==> config.mk <==
export PLATFORM = sky130hd
export DESIGN_NAME = sat_up_itl_ctrl
export DESIGN_NICKNAME = d
export VERILOG_FILES = /design/src/rtl/sat_up_itl_ctrl.sv
export SDC_FILE = /design/constraint.sdc
export NUM_CORES = 1
export LEC_CHECK = 0
export CORE_MARGIN = 3
export CORE_UTILIZATION = 44
export CTS_BUF_LIST = sky130_fd_sc_hd__clkbuf_4 sky130_fd_sc_hd__clkbuf_8 sky130_fd_sc_hd__clkbuf_16
export DETAILED_ROUTE_END_ITERATION = 6
export PLACE_DENSITY = 0.65
export SYNTH_ARGS = -nofsm -noshare
export SYNTH_HDL_FRONTEND = slang
export SYNTH_SLANG_ARGS = --single-unit
export TNS_END_PERCENT = 100
==> constraint.sdc <==
create_clock -name clk -period 2 [get_ports clk]
set_input_delay 0.2 -clock clk [delete_from_list [all_inputs] [get_ports clk]]
set_output_delay 0.2 -clock clk [all_outputs]
set_load 0.05 [all_outputs]
==> src/rtl/sat_up_itl_ctrl.sv <==
// Sequencing controller for the SAT_UP 4-column row/column interleaver buffer.
// Writes a block of 4*(link_id+1) bits row-wise, then issues natural, interleaved and de-interleaved reads.
module sat_up_itl_ctrl (
    input  logic       clk,
    input  logic       n_rst,
    input  logic [5:0] link_id,
    input  logic       din,
    input  logic       din_vld,
    input  logic       request,
    output logic       mem_wen,
    output logic [7:0] mem_waddr,
    output logic       mem_wdata,
    output logic       mem_ren,
    output logic [7:0] mem_raddr_nat,
    output logic [7:0] mem_raddr_itl,
    output logic [7:0] mem_raddr_ditl,
    output logic       dout_vld,
    output logic       busy,
    output logic       drop
);

    typedef enum logic [1:0] {
        IDLE  = 2'd0,
        WRITE = 2'd1,
        READ  = 2'd2
    } state_t;

    state_t     state;
    logic [5:0] link_r;
    logic [7:0] w_cnt;
    logic [7:0] k_cnt;
    logic [5:0] ri;
    logic [1:0] ci;
    logic [5:0] dr;
    logic [1:0] dc;
    logic [7:0] base;

    logic [7:0] rows;
    logic [7:0] last_idx;

    assign rows     = {2'b00, link_r} + 8'd1;
    assign last_idx = {link_r, 2'b11};

    // NOTE: all state and outputs use non-blocking assignments so every register samples pre-edge values.
    always_ff @(posedge clk or negedge n_rst) begin
        if (!n_rst) begin
            state          <= IDLE;
            link_r         <= '0;
            w_cnt          <= '0;
            k_cnt          <= '0;
            ri             <= '0;
            ci             <= '0;
            dr             <= '0;
            dc             <= '0;
            base           <= '0;
            mem_wen        <= 1'b0;
            mem_waddr      <= '0;
            mem_wdata      <= 1'b0;
            mem_ren        <= 1'b0;
            mem_raddr_nat  <= '0;
            mem_raddr_itl  <= '0;
            mem_raddr_ditl <= '0;
            dout_vld       <= 1'b0;
            busy           <= 1'b0;
            drop           <= 1'b0;
        end else begin
            mem_wen  <= 1'b0;
            mem_ren  <= 1'b0;
            drop     <= 1'b0;
            dout_vld <= mem_ren;

            case (state)
                IDLE: begin
                    if (din_vld) begin
                        link_r    <= link_id;
                        mem_wen   <= 1'b1;
                        mem_waddr <= '0;
                        mem_wdata <= din;
                        w_cnt     <= 8'd1;
                        busy      <= 1'b1;
                        state     <= WRITE;
                    end
                end

                WRITE: begin
                    // A request coinciding with the final bit is deliberately dropped.
                    if (din_vld) begin
                        mem_wen   <= 1'b1;
                        mem_waddr <= w_cnt;
                        mem_wdata <= din;
                        if (w_cnt == last_idx) begin
                            w_cnt <= '0;
                            state <= READ;
                        end else begin
                            w_cnt <= w_cnt + 8'd1;
                        end
                    end
                end

                READ: begin
                    drop <= din_vld;
                    if (request) begin
                        mem_ren        <= 1'b1;
                        mem_raddr_nat  <= k_cnt;
                        mem_raddr_itl  <= {ri, ci};
                        mem_raddr_ditl <= base + {2'b00, dr};
                        if (k_cnt == last_idx) begin
                            k_cnt <= '0;
                            ri    <= '0;
                            ci    <= '0;
                            dr    <= '0;
                            dc    <= '0;
                            base  <= '0;
                            busy  <= 1'b0;
                            state <= IDLE;
                        end else begin
                            k_cnt <= k_cnt + 8'd1;
                            if (ri == link_r) begin
                                ri <= '0;
                                ci <= ci + 2'd1;
                            end else begin
                                ri <= ri + 6'd1;
                            end
                            // base tracks dc*rows so the de-interleaved address needs only an add.
                            if (dc == 2'd3) begin
                                dc   <= '0;
                                base <= '0;
                                dr   <= dr + 6'd1;
                            end else begin
                                dc   <= dc + 2'd1;
                                base <= base + rows;
                            end
                        end
                    end
                end

                default: state <= IDLE;
            endcase
        end
    end

endmodule
* Word level (Yosys, flattened, before mapping)
Cells that the tools add are included.
W data, S select, Z words.
** Word-level totals
- Flip-flop bits (word level) :: 86
- Bits of input ports :: 11
- Output and inout port bits :: 38
- Word-level logic and storage cells :: 86
** Operators by class
- Add/sub/neg operators :: 9
- Equal/unequal tests :: 11
- Mux-type cells :: 33
- Reductions and logical operators :: 14
** Operator list (count)
- $mux W8 :: 8
- $pmux W8 S2 :: 2
- $mux W6 :: 4
- $mux W2 :: 9
- $add A8 B1 Y8 const B :: 2
- $eq A8 B8 Y1 :: 2
- $add A6 B1 Y6 const B :: 2
- $ne A2 B2 Y1 const B :: 5
- $reduce_and A3 Y1 :: 3
- $add A8 B6 Y8 :: 1
- $add A8 B7 Y8 :: 1
- $mux W1 :: 8
- $reduce_bool A2 Y1 :: 4
- $add A6 B1 Y7 const B :: 1
- $eq A6 B6 Y1 :: 1
- $pmux W2 S3 :: 1
- $reduce_and A2 Y1 :: 3
- $reduce_and A5 Y1 :: 1
- $add A2 B1 Y2 const B :: 2
- $eq A2 B2 Y1 const B :: 2
- $reduce_and A4 Y1 :: 1
- $eq A2 B1 Y1 const B :: 1
- $logic_not A2 Y1 :: 1
- $pmux W1 S2 :: 1
- $reduce_or A2 Y1 :: 1

* Logic depth before layout (Yosys ltp)
- Depth after elaboration :: 4
- Mapped depth :: 8
- Gate-level depth less buffers :: 8

* Worst setup path after synthesis
No wires, ideal clock.
- Path type :: reg-to-reg
- Start point :: register dr[0]
- End point :: register mem_raddr_ditl[6]
- Library setup time :: 0.124 ns
- Data arrival time :: 1.840 ns
- Required time :: 1.876 ns
- Setup slack :: 0.036 ns
- Cell stages (with the launch flop) :: 8
- Path buffers :: 0
- Clock period less this slack :: 1.964 ns
- Cell sequence :: dfrtp_1 ha_1 fa_1 a21o_1 a21o_1 a21oi_1 nor4b_1 a211o_1
** Between the ends
- Cells in the longest elaborated chain, start to end :: 1
** Ends and longest elaborated chain
- start, declared :: RTL line 34 : logic [5:0] dr;
- start signal, assigned :: RTL line 128 : dr <= dr + 6'd1;
- $add A8 B6 Y8 :: RTL line 106 : mem_raddr_ditl <= base + {2'b00, dr};
- end signal, assigned :: RTL line 106
- end, declared :: RTL line 16 : output logic [7:0] mem_raddr_ditl,
No other way between the ends.
A chain may end at the register's enable or synchronous reset.

* Worst setup path in the final report
- Start point :: register base[0]
- End point :: register base[6]
** Between the ends
- Cells in the longest elaborated chain, start to end :: 3
** Ends and longest elaborated chain
- start, declared :: RTL line 36 : logic [7:0] base;
- start signal, assigned :: RTL line 131 : base <= base + rows;
- $add A8 B7 Y8 :: RTL line 131
- $mux W8 :: RTL line 125 : if (dc == 2'd3) begin
- $mux W8 :: RTL line 107 : if (k_cnt == last_idx) begin
No other way between the ends.

==> run summary <==
cell count after placement - 646
first-pass GRT wire length - 16.3 mm
post-synthesis cell count - 463
final hold violations - 0
area of the core - 9460 µm²
Yosys reg bits - 86
crit-path leading delay family - simple AND/OR/NAND/NOR gates
Req. time, crit path - 2.26 ns
CP arrival - 2.23 ns
leakage power - 2.49 nW
drt first pass iters - 5
Crit Path Class - reg -> reg
commonest cells in the netlist - nand2_1 (108), dfrtp_1 (86), nand3_1 (21), o21ai_1 (21), ha_1 (18)
crit path capture type - flop
Vias per Instance - 5.24
dominant synthesized flop cell - dfrtp_1
WP buf/inv - 1
placement row count - 35
clk_skew - 0.00696 ns
vias - 3473
crit-path cells - inv_2 > ha_1 > fa_1 > nor2b_1 > o31a_1 > o21a_1 > or4b_1 > o311ai_1
Initial Util - 46.5%
Max Cap Viol - 0
register area - 2150 µm²
Die Span X - 106 µm
area growth from synthesis to layout - 21.9%
post-synth cell types - 53
WL final - 9.48 mm
GR Overflow Total - 0
Max VDD drop - 0.749 mV
clock transition at the registers of the reported paths - 0.09 ns
H-tree depth - 3
CP peak stage delay - 0.46 ns
CTS tree - built
fin crit share - 98.8%
clk buf depth - 2
Setup TNS - 0 ns
Filler Cells Inserted - 855
Placed Area - 5170 µm²
layout cells sized above 1 - 11.4%
Slew Limit Fails - 0
WL/cell - 14.3 µm
async set-reset flop share out of synthesis - 100%
status - completed
Post-synth EDFFs - 0
startpoint types - flop
synthesized net count - 494
largest net degree at the start of global routing - 45
count leader, synth - nand2_1
Final HPWL DP - 7.06 mm
Die Y - 106 µm
endpoints failing setup - 0
setup bufs post-CTS - 0
Clock Latency Late Sink - 0.35 ns
area of the multi-input gates - 2110 µm²
fin nets - 560
power density over the cells - 1480 nW/µm²
CTS Buf Count - 9
Worst slew margin - 63.6%
vias in the first global route - 3373
initial antenna violation count - 0
Iter 0 DRT Violations - 162
# IOs - 49
slew of the pin with the lowest slew margin - 0.545 ns
gpl congestion - 0.915
Mapped Area - 4400 µm²
Hold Crit Class - in -> async
setup ws final - 0.0245 ns
RSZ-0062 raised after global routing - yes
sequential area share after synthesis - 49.0%
Avg Cell Area, Syn - 9.49 µm²
Post-Layout Cell Count - 663
port bufs - 48
flop2flop setup slack - 0.02 ns
final non-filler cell area - 5360 µm²
proportion of netlist area held by the largest area contributor - 49.0%
post-route ant nets - 0
Critical Path Slowest Stage Cell - or4b_1
clock period minus worst slack - 1.98 ns
fmax - 0.506 GHz
synth top area cells - dfrtp_1 (49%), nand2_1 (9.2%), ha_1 (5.1%)
Die Footprint - 11200 µm²
Remaining DRCs - 0
CTS Sinks - 86
YS warnings - 0
post-place setup slack - -0.00311 ns
post-synth top area cell - dfrtp_1
Clk Tree Root Cell - clkbuf_8
ANT cells - 0
GRT Total Usage - 17.9%
Critical Path Fanout Max - 3
## cells in the final DEF (no fill, tap or decap), types with 2 or more instances in the layout
| master | count |
|---|---|
| nor2_1 | 13 |
| xor2_1 | 9 |
| clkbuf_8 | 9 |
| nand4_1 | 2 |
| a31oi_1 | 3 |
| a21o_1 | 7 |
| nor3_1 | 5 |
| dfrtp_1 | 86 |
| or3_1 | 3 |
| and2_1 | 2 |
| o21ai_0 | 14 |
| nand3_2 | 2 |
| buf_4 | 24 |
| a21oi_2 | 2 |
| o211ai_1 | 4 |
| o22ai_1 | 3 |
| clkinvlp_4 | 3 |
| clkinv_2 | 2 |
| nand3_1 | 21 |
| a211o_1 | 4 |
| o31ai_1 | 4 |
| mux2_2 | 5 |
| buf_12 | 2 |
| inv_2 | 3 |
| or4b_1 | 2 |
| o41ai_1 | 2 |
| nand2b_1 | 8 |
| and3_1 | 8 |
| clkdlybuf4s50_1 | 47 |
| ha_1 | 18 |
| inv_1 | 12 |
| o21a_1 | 3 |
| xnor2_1 | 17 |
| a21oi_1 | 15 |
| nand2_1 | 108 |
| a22o_1 | 7 |
| o21ai_1 | 21 |
| mux2i_1 | 3 |
| nor2b_1 | 7 |
| a211oi_1 | 4 |
## cell families after synthesis
family	share of synthesized area (%)
simple gates	20.3
compound gates	14.4
xor+xnor	5.18
buf+inv	3.13
flops	49.0
mux	1.96
fa+ha+maj	6.03
## what timing repair did
| item | CTS | global route |
|---|---|---|
| setup endpoints to repair | 1 | 2 |
| resized for setup | 1 | 2 |
| endpoints found under the hold margin | 42 | 0 |
| hold buffers | 1 | 0 |
## worst paths after layout
path | from | to | cells past startpoint
min in group clk | din | mem_wdata | 3
min | n_rst | mem_wdata | 2
max in group asynchronous | n_rst | dr[2] | 3
min reg2reg | mem_ren | dout_vld | 0
max | base[0] | base[6] | 8
max reg2reg | base[0] | base[6] | 8
## flip-flops by register name, indices dropped and copies added (netlist names), 2 cells and up
| name | flops |
|---|---|
| mem_waddr | 8 |
| ri | 6 |
| dr | 6 |
| base | 8 |
| mem_raddr_itl | 8 |
| mem_raddr_nat | 8 |
| dc | 2 |
| link_r | 6 |
| mem_raddr_ditl | 8 |
| ci | 2 |
| w_cnt | 8 |
| state | 2 |
| k_cnt | 8 |
## per-layer routing
layer  track usage [%]  share of wire [%]  vias to the layer above  routed length (µm)
met2              27.4                 44                       70                4160
met3              3.34                3.8                       18                 362
met1              25.5                 50                     1644                4720
met4              6.48                2.6                        0                 244
li1                  -                  -                     1741                   -
met5                 0                  0                        -                   0
## final cells by class
cell class                 instances  share of cell area (%)
clock buffer                       9                    2.31
clock inverter                     7                   0.934
inverter                          15                    1.05
multi-input combinational        343                    39.4
sequential                        86                    40.2
tap                              129                    3.01
timing repair buffer              74                    13.1
## per-stage QoR
step,power (W),utilization [%],hold slack [ns]
finish,0.00794,56.6,0.371
global route,0.00853,56.6,0.380
CTS,0.00801,56.6,0.358
detailed placement,0.00689,54.6,0.228
global placement,0.00681,54.6,0.229
floorplan,0.00555,-,-0.0956
## where the power goes
group	leakage [nW]	internal, W	switching [W]
registers	1.04	0.00233	0.000552
logic	1.36	0.00162	0.00234
clock network	0.0816	0.000453	0.000634
total	2.49	0.00441	0.00353
(Power assumes the default switching activity.)
